### src/rtl/rab_l2_inv_pkg.sv
// Shared definitions for the L2 TLB invalidation sweep: FSM states and VA-word field positions.
package rab_l2_inv_pkg;

  typedef enum logic [2:0] {
    S_IDLE,
    S_READ,
    S_CMP,
    S_WRITE,
    S_DONE
  } inv_state_e;

  // VA RAM word layout
  localparam int unsigned VA_BIT_VALID = 0;
  localparam int unsigned VA_BIT_WE    = 1;
  localparam int unsigned VA_BIT_RE    = 2;
  localparam int unsigned VA_VPN_LSB   = 4;

endpackage

### src/rtl/rab_l2_inv_match.sv
// Combinational page/range overlap test: does a valid page intersect [addr_min, addr_max]?
module rab_l2_inv_match #(
  parameter int unsigned AW          = 32,
  parameter int unsigned PAGE_OFFSET = 12
) (
  input  logic                      valid,
  input  logic [AW-PAGE_OFFSET-1:0] vpn,
  input  logic [AW-1:0]             addr_min,
  input  logic [AW-1:0]             addr_max,
  output logic                      match
);

  logic [AW-1:0] page_lo;
  logic [AW-1:0] page_hi;

  // First and last byte of the page, compared unsigned against the inclusive range
  always_comb begin
    page_lo = {vpn, {PAGE_OFFSET{1'b0}}};
    page_hi = {vpn, {PAGE_OFFSET{1'b1}}};
    match   = valid && (page_lo <= addr_max) && (page_hi >= addr_min);
  end

endmodule

### src/rtl/rab_l2_inv_sweep.sv
// L2 TLB range invalidation: walks every VA-RAM word in ascending order and clears
// the valid bit of each entry whose page overlaps the requested address range.
module rab_l2_inv_sweep
  import rab_l2_inv_pkg::*;
#(
  parameter int unsigned AW            = 32,
  parameter int unsigned N_SETS        = 32,
  parameter int unsigned N_SET_ENTRIES = 32,
  parameter int unsigned PAGE_OFFSET   = 12,
  localparam int unsigned N            = N_SETS * N_SET_ENTRIES,
  localparam int unsigned IW           = $clog2(N)
) (
  input  logic          Clk_CI,
  input  logic          Rst_RBI,
  input  logic          Inv_Valid_SI,
  output logic          Inv_Ready_SO,
  input  logic [AW-1:0] Inv_AddrMin_DI,
  input  logic [AW-1:0] Inv_AddrMax_DI,
  output logic          Inv_Done_SO,
  output logic          Busy_SO,
  output logic [IW:0]   Inv_Count_DO,
  output logic          Ram_Req_SO,
  input  logic          Ram_Gnt_SI,
  output logic          Ram_We_SO,
  output logic [IW-1:0] Ram_Addr_DO,
  output logic [AW-1:0] Ram_Wdata_DO,
  input  logic [AW-1:0] Ram_Rdata_DI,
  input  logic          Cfg_Wr_SI,
  input  logic [IW-1:0] Cfg_WrAddr_DI
);

  localparam int unsigned   VPN_W    = AW - PAGE_OFFSET;
  localparam logic [IW-1:0] IDX_LAST = IW'(N - 1);

  inv_state_e    state_q;
  logic [AW-1:0] min_q;
  logic [AW-1:0] max_q;
  logic [IW-1:0] idx_q;
  logic [IW:0]   cnt_q;
  logic [IW:0]   cnt_out_q;
  logic          ready_q;
  logic          busy_q;
  logic          done_q;
  logic          req_q;
  logic          we_q;
  logic [AW-1:0] wdata_q;
  logic          hit;
  logic          cfg_hit;

  rab_l2_inv_match #(
    .AW          (AW),
    .PAGE_OFFSET (PAGE_OFFSET)
  ) u_match (
    .valid    (Ram_Rdata_DI[VA_BIT_VALID]),
    .vpn      (Ram_Rdata_DI[VA_VPN_LSB +: VPN_W]),
    .addr_min (min_q),
    .addr_max (max_q),
    .match    (hit)
  );

  // A config-port write to the entry under inspection makes the sampled word stale
  assign cfg_hit = Cfg_Wr_SI && (Cfg_WrAddr_DI == idx_q);

  // Sweep FSM with registered handshake, RAM and status outputs
  always_ff @(posedge Clk_CI or negedge Rst_RBI) begin
    if (!Rst_RBI) begin
      state_q   <= S_IDLE;
      min_q     <= '0;
      max_q     <= '0;
      idx_q     <= '0;
      cnt_q     <= '0;
      cnt_out_q <= '0;
      ready_q   <= 1'b0;
      busy_q    <= 1'b0;
      done_q    <= 1'b0;
      req_q     <= 1'b0;
      we_q      <= 1'b0;
      wdata_q   <= '0;
    end else begin
      done_q <= 1'b0;
      unique case (state_q)
        S_IDLE: begin
          ready_q <= 1'b1;
          if (Inv_Valid_SI && ready_q) begin
            min_q   <= Inv_AddrMin_DI;
            max_q   <= Inv_AddrMax_DI;
            idx_q   <= '0;
            cnt_q   <= '0;
            ready_q <= 1'b0;
            busy_q  <= 1'b1;
            we_q    <= 1'b0;
            // an empty range never touches the RAM
            req_q   <= (Inv_AddrMin_DI <= Inv_AddrMax_DI);
            state_q <= S_READ;
          end
        end
        S_READ: begin
          if (min_q > max_q) begin
            req_q     <= 1'b0;
            done_q    <= 1'b1;
            cnt_out_q <= cnt_q;
            state_q   <= S_DONE;
          end else if (Ram_Gnt_SI) begin
            req_q   <= 1'b0;
            state_q <= S_CMP;
          end
        end
        S_CMP: begin
          if (cfg_hit) begin
            req_q   <= 1'b1;
            state_q <= S_READ;
          end else if (hit) begin
            req_q                 <= 1'b1;
            we_q                  <= 1'b1;
            wdata_q               <= Ram_Rdata_DI;
            wdata_q[VA_BIT_VALID] <= 1'b0;
            state_q               <= S_WRITE;
          end else if (idx_q == IDX_LAST) begin
            done_q    <= 1'b1;
            cnt_out_q <= cnt_q;
            state_q   <= S_DONE;
          end else begin
            idx_q   <= idx_q + 1'b1;
            req_q   <= 1'b1;
            state_q <= S_READ;
          end
        end
        S_WRITE: begin
          if (Ram_Gnt_SI) begin
            cnt_q <= cnt_q + 1'b1;
            we_q  <= 1'b0;
            if (idx_q == IDX_LAST) begin
              req_q     <= 1'b0;
              done_q    <= 1'b1;
              cnt_out_q <= cnt_q + 1'b1;
              state_q   <= S_DONE;
            end else begin
              idx_q   <= idx_q + 1'b1;
              state_q <= S_READ;
            end
          end else if (cfg_hit) begin
            // request stays up, now as a re-read of the same entry
            we_q    <= 1'b0;
            state_q <= S_READ;
          end
        end
        S_DONE: begin
          busy_q  <= 1'b0;
          ready_q <= 1'b1;
          state_q <= S_IDLE;
        end
        default: state_q <= S_IDLE;
      endcase
    end
  end

  assign Inv_Ready_SO = ready_q;
  assign Inv_Done_SO  = done_q;
  assign Busy_SO      = busy_q;
  assign Inv_Count_DO = cnt_out_q;
  assign Ram_Req_SO   = req_q;
  assign Ram_We_SO    = we_q;
  assign Ram_Addr_DO  = idx_q;
  assign Ram_Wdata_DO = wdata_q;

endmodule

### config.mk
export PLATFORM = sky130hd
export DESIGN_NAME = rab_l2_inv_sweep
export DESIGN_NICKNAME = d
export VERILOG_FILES = /design/src/rtl/rab_l2_inv_pkg.sv /design/src/rtl/rab_l2_inv_match.sv /design/src/rtl/rab_l2_inv_sweep.sv
export SDC_FILE = /design/constraint.sdc
export NUM_CORES = 1
export LEC_CHECK = 0
export BUFFER_PORTS_ARGS = -buffer_cell sky130_fd_sc_hd__buf_2
export CAP_MARGIN = 10
export CELL_PAD_IN_SITES_DETAIL_PLACEMENT = 0
export CELL_PAD_IN_SITES_GLOBAL_PLACEMENT = 2
export CORE_UTILIZATION = 35
export DETAILED_ROUTE_END_ITERATION = 6
export MAX_ROUTING_LAYER = met4
export PLACE_DENSITY = 0.8
export SYNTH_ARGS = -nofsm -noshare
export SYNTH_HDL_FRONTEND = slang
export SYNTH_HIERARCHICAL = 1
export SYNTH_SLANG_ARGS = --single-unit
### constraint.sdc
create_clock -name Clk_CI -period 4.1 [get_ports Clk_CI]
set_clock_uncertainty 0.05 [all_clocks]
set_input_delay 0.615 -clock Clk_CI [delete_from_list [all_inputs] [get_ports Clk_CI]]
set_output_delay 0.615 -clock Clk_CI [all_outputs]
set_load 0.01 [all_outputs]
==> impl_metrics.toml, run 1 <==
[outcome]
status = "finished clean"

[clocking]
htreeDepth = 4
clk_pin_slew_ns = 0.06
clk_path_buf_depth = 2
clk_latency_ns = 0.42
cts_hold_buf = 0
cts_tree = "done"
cts.repair.resized = 0
postCtsSetupBuffers = 0
cts_buffers = 17
root_buffer = "clkbuf_16"
clock-sinks = 135

[pwr]
p_seq_share_pct = 34.4
p_sw_mw = 2.46
p_total_mw = 6.46
ir_drop_v = 0.000218
p_clk_share_pct = 23.8
p_comb_share_pct = 41.7
p_leak_nw = 5.15
cellInternalPower_mw = 4.00
switching_share_pct = 38.0
powerDensity_nw_per_um2 = 629

[synth]
synthFlopType = "dfrtp_1"
synth_top_family_by_area = "adder cells"
synth_cell_type_count = 69
yosys_warnings = 6
synth-edff-count = 0
synth-seq-area-share_pct = 39.7
postSynthRegisterBits = 135
synth_fa_ha_area_share_pct = 15.7
synthCells = 873
ys_async_sr_fraction_pct = 100
synth_compound_area_share_pct = 12.3
syn-cell-area_um2 = 8500
syn_nets = 1091
avgSynthCellArea_um2 = 9.74
synth_xor_area_share_pct = 2.16
synthSimpleGateAreaFrac_pct = 13.0
synth.area.mux_share_pct = 10.2

[place]
gp_congestion = 0.794
dp_hpwl_mm = 17.2
portBuffers = 167

[drt]
vias = 6712
wl_mm = 21.9
wl_per_cell_um = 15.9
vias_per_cell = 4.87
drt_pass1_iterations = 5
antenna_left = 0
drc_errors = 0
drt_iter0_drc = 272

[setup_path]
crit_fanout = 20
worstSetupStartpointType = "flip-flop"
slowest_stage = "or4_2"
required_ns = 4.35
max_stage_delay_ns = 0.68
cpLargestDelayFamily = "compound AO/OA/AOI/OAI gates"
crit_arrival_ns = 3.68
cp-end-kind = "flip-flop"
worstSetupPathType = "reg -> reg"
critPathBufInv = 3
crit_path_frequent_cell = "inv_1"
crit_chain = "inv_1 > ha_1 > a21oi_1 > o21ai_1 > a221oi_1 > o211ai_1 > a32oi_1 > inv_1 > or4_2 > buf_4 > mux2_2"

[die]
dieArea_um2 = 24900
initial_core_util_pct = 35.9
die_w_um = 158
boundaryPins = 169
die_y_um = 158
rows = 56
design.core.area_um2 = 23700

[grt]
grt-ovfl-total = 0
grt_start_max_net_pins = 95
track_usage_pct = 19.1
antenna_found_initial = 4
grt_pass1_wl_mm = 35.1
grt_pass1_vias = 6640

[timing]
min_period_ns = 3.43
slew_violations = 0
setup_tns_ns = 0
hold_viol = 0
relSlewSlack_pct = 30.3
fmax_mhz = 291
rsz0062_at_grt = "false"
finalCritPeriodShare_pct = 83.7
setup_violations = 0
worstMarginPinSlew_ns = 1.04

[worst_hold_path]
hp-class = "in -> async"

[layout]
layout_common_cells = "buf_2, dfrtp_1, inv_1"
final_common_cell = "buf_2"
final_core_util_pct = 43.4
drive_gt1_share_pct = 28.1
nets = 1259
syn_to_final_growth_pct = 20.8

[run]
drv_cap = 0
## per-stage QoR
step	worst slack [ns]	cells	hold slack, ns	area (um2)
2_1_floorplan	0.826	873	0.269	8500
3_3_place_gp	0.316	1341	0.414	9670
4_1_cts	0.598	1373	0.294	10300
3_5_place_dp	0.239	1341	0.410	9670
6_report	0.669	1377	0.216	10300
5_1_grt	0.374	1377	0.294	10300
## state kept, by name, summed over array words and instances, names as in the netlist
name	flops
Busy_SO	1
Ram_Addr_DO	10
max_q	32
min_q	32
Inv_Count_DO	11
Ram_Req_SO	1
Ram_We_SO	1
state_q	3
Ram_Wdata_DO	31
Inv_Ready_SO	1
cnt_q	11
Inv_Done_SO	1
## worst paths after layout
check,from,endpoint,slack (ns),cells past startpoint
max reg2reg,max_q[25],Ram_Wdata_DO[26],0.67,11
min in group Clk_CI,Inv_AddrMax_DI[8],max_q[8],0.37,3
max in group asynchronous,Rst_RBI,Ram_Wdata_DO[21],2.88,2
max,max_q[25],Ram_Wdata_DO[26],0.67,11
min,Rst_RBI,cnt_q[8],0.22,1
min reg2reg,Busy_SO,Busy_SO,0.43,1
## kinds of logic (layout without fill, tap and decap cells)
| group | count (synthesis) | count (layout) |
|---|---|---|
| fa+ha+maj | 107 | 107 |
| buf+inv | 142 | 323 |
| other cells | 1 | 5 |
| compound gates | 172 | 172 |
| simple gates | 220 | 220 |
| xor+xnor | 21 | 21 |
| flops | 135 | 135 |
| mux | 75 | 75 |
## area by class of cell
| type | count | area [um2] |
|---|---|---|
| tap | 319 | 399 |
| sequential | 135 | 3380 |
| multi-input combinational | 596 | 4560 |
| fill | 2422 | 13400 |
| clock buffer | 18 | 439 |
| clock inverter | 14 | 150 |
| antenna | 4 | 10.0 |
| inverter | 116 | 435 |
| timing repair buffer | 175 | 902 |
## power by group through the flow
stage,sequential (mW),clock (mW),combinational [mW]
after floorplan,2.21,0,1.88
after global placement,2.25,0,2.69
after detailed placement,2.25,0,2.72
after CTS,2.23,1.58,2.74
after global routing,2.30,1.64,3.12
final,2.22,1.54,2.70
## synth_stat cells (all sizes together) (4+ instances only)
library cell	count	area, um2
a21o	9	67.6
a21oi	47	239
a22o	6	52.6
and3	4	25.0
buf	6	58.8
clkbuf	20	85.1
dfrtp	135	3380
ha	107	1340
inv	116	435
mux2	74	860
nand2	92	345
nand3	22	110
nand4	29	203
nor2	34	128
nor3	8	40.0
nor4	7	56.3
o211ai	4	30.0
o21ai	72	375
o31ai	8	60.1
xnor2	18	158
## metal layers
metal	track usage [%]	part of all wire, %	wire length, um
met5	-	0	0
met4	4.48	1.1	238
met3	4.00	4.3	947
met2	29.2	44	9690
met1	25.7	50	11000
No activity file was read; power rests on OpenSTA's default activity.
==> run 2, diff against run 1 <==
clock period = 3.16 ns   (was 4.1 ns; I/O delays follow)
==> impl_metrics.toml, run 2 (synthesis gave the netlist of run 1 again) <==
[setup_path]
cpLargestDelayFamily = "simple AND/OR/NAND/NOR gates"
required_ns = 3.41
worstSetupStartpointType = "flip-flop"
r2r_cells = 13
crit_arrival_ns = 3.31
crit_fanout = 7
reg2reg_slack_ns = 0.10
max_stage_delay_ns = 0.49
r2r_end = "Inv_Count_DO[2]"
critPathBufInv = 3
path_depth = 13
slowest_stage = "or4_1"
r2r_start = "max_q[31]"
worstSetupPathType = "reg -> reg"
crit_chain = "inv_1 > ha_1 > and4_4 > nand2_1 > or4_1 > a32oi_2 > buf_4 > nor2_2 > nand2_1 > o21ai_2 > o21ai_4 > buf_12 > mux2_2"
cp-end-kind = "flip-flop"
crit_path_frequent_cell = "nand2_1"

[place]
portBuffers = 167
post_dp_cell_area_um2 = 9920
gp_congestion = 0.811
dp.cells = 1369
dp_hpwl_mm = 17.4

[grt]
antenna_found_initial = 3
gr-usage-met1_pct = 25.9
grt_pass1_vias = 6619
grt_start_max_net_pins = 101
met3_usage_pct = 3.72
grt_pass1_wl_mm = 34.8
use_met2_pct = 28.5
grt-ovfl-total = 0
track_usage_pct = 18.9
grt.busiest_layer = "met2"

[outcome]
status = "finished clean"

[clocking]
cts_tree = "done"
htreeDepth = 4
clk_pin_slew_ns = 0.06
cts_buffers = 17
clk_latency_ns = 0.42
root_buffer = "clkbuf_16"
clock-sinks = 135
clk_path_buf_depth = 2

[timing]
fmax_mhz = 327
rsz0062_at_grt = "true"
setup_tns_ns = 0
min_period_ns = 3.06
hold_viol = 0
slew_violations = 0
relSlewSlack_pct = 53.9
setup_violations = 0
worstMarginPinSlew_ns = 0.692
finalCritPeriodShare_pct = 96.8

[layout]
final_common_cell = "buf_2"
syn_to_final_growth_pct = 26.6
layout_common_cells = "buf_2, dfrtp_1, inv_1"
design_area_um2 = 10800
drive_gt1_share_pct = 32.0
n_fill_cell = 2376
nets = 1292
fin_cells = 1409

[worst_hold_path]
hp-class = "in -> async"

[pwr]
p_total_mw = 8.83
p_comb_share_pct = 43.9
p_sw_mw = 3.28
powerDensity_nw_per_um2 = 820
ir_drop_v = 0.000327
p_leak_nw = 5.39
p_seq_share_pct = 32.7
cellInternalPower_mw = 5.55
switching_share_pct = 37.1
p_clk_share_pct = 23.3

[drt]
antenna_left = 0
vias = 6955
drt_pass1_iterations = 4
drt_iter0_drc = 347
wl_mm = 22.1
wl_per_cell_um = 15.7
drc_errors = 0
vias_per_cell = 4.94

[die]
initial_core_util_pct = 35.9
die_w_um = 158
die_y_um = 158
rows = 56
design.core.area_um2 = 23700
dieArea_um2 = 24900
boundaryPins = 169

[run]
drv_cap = 0
run 2: changes by cell type in the layout (fill, tap and decap cells not counted), moves of 2 or more:
cell,change
o41ai_1,-2
nor4b_2,-2
a221oi_1,-2
o41ai_2,+2
nor4b_4,+2
buf_4,+27
clkinvlp_4,-2
buf_12,+5
o21ai_0,-2
ha_4,+4
a221oi_2,+2
ha_1,-4
run 2: metal layers:
metal / vias up / part of all wire (%)
met5: - / 0
met1: 3318 / 50
met4: 0 / 0.79
met2: 152 / 45
li1: 3472 / -
met3: 13 / 4.7
run 2: area by class of cell:
cell class	count	area, um2	area share [%]
Sequential cell	135	3380	31.4
Timing Repair Buffer	208	1230	11.4
Inverter	116	435	4.04
Clock inverter	13	169	1.57
Tap cell	319	399	3.71
Multi-Input combinational cell	596	4700	43.7
Clock buffer	19	443	4.11
Antenna cell	3	7.51	0.0697
run 2: worst max path at each step:
stage / startpoint / end / slack (ns)
2_1_floorplan: Ram_Rdata_DI[21] / Ram_Wdata_DO[10] / 0.03
3_3_place_gp: Ram_Rdata_DI[7] / Ram_Wdata_DO[4] / -0.42
3_5_place_dp: Ram_Rdata_DI[7] / Ram_Wdata_DO[12] / -0.42
4_1_cts: max_q[13] / Inv_Count_DO[2] / 0.03
5_1_grt: min_q[14] / Ram_Addr_DO[5] / -0.03
6_report: max_q[31] / Inv_Count_DO[2] / 0.10
run 2: timing repair:
item / CTS / global route
cloned: 0 / 1
buffers inserted: 0 / 4
resized for setup: 10 / 21
hold buffers: 0 / 0
pin swaps: 2 / 6
endpoints found under the setup margin: 35 / 46
run 2: power by group through the flow:
stage | Sequential (mW) | Clock, mW | Combinational (mW)
floorplan | 2.87 | 0 | 2.44
global placement | 2.90 | 0 | 3.68
detailed placement | 2.91 | 0 | 3.71
CTS | 2.88 | 2.13 | 3.74
global route | 2.99 | 2.20 | 4.40
finish | 2.89 | 2.06 | 3.88
run 2: worst register-to-register path: stages (launching register included):
cell and delay [ns]:
dfrtp_1 0.35, inv_1 0.08, ha_1 0.30, and4_4 0.23
nand2_1 0.08, or4_1 0.49, a32oi_2 0.25, buf_4 0.17
nor2_2 0.04, nand2_1 0.10, o21ai_2 0.07, o21ai_4 0.24
buf_12 0.17, mux2_2 0.33
run 2: per-stage QoR:
step	worst slack, ns	utilization, %	hold WS, ns
3_5_place_dp	-0.422	41.9	0.419
3_3_place_gp	-0.416	41.9	0.414
4_1_cts	0.0326	44.7	0.0322
5_1_grt	-0.0311	45.5	0.0584
2_1_floorplan	0.0269	-	0.128
6_report	0.102	45.5	0.00803
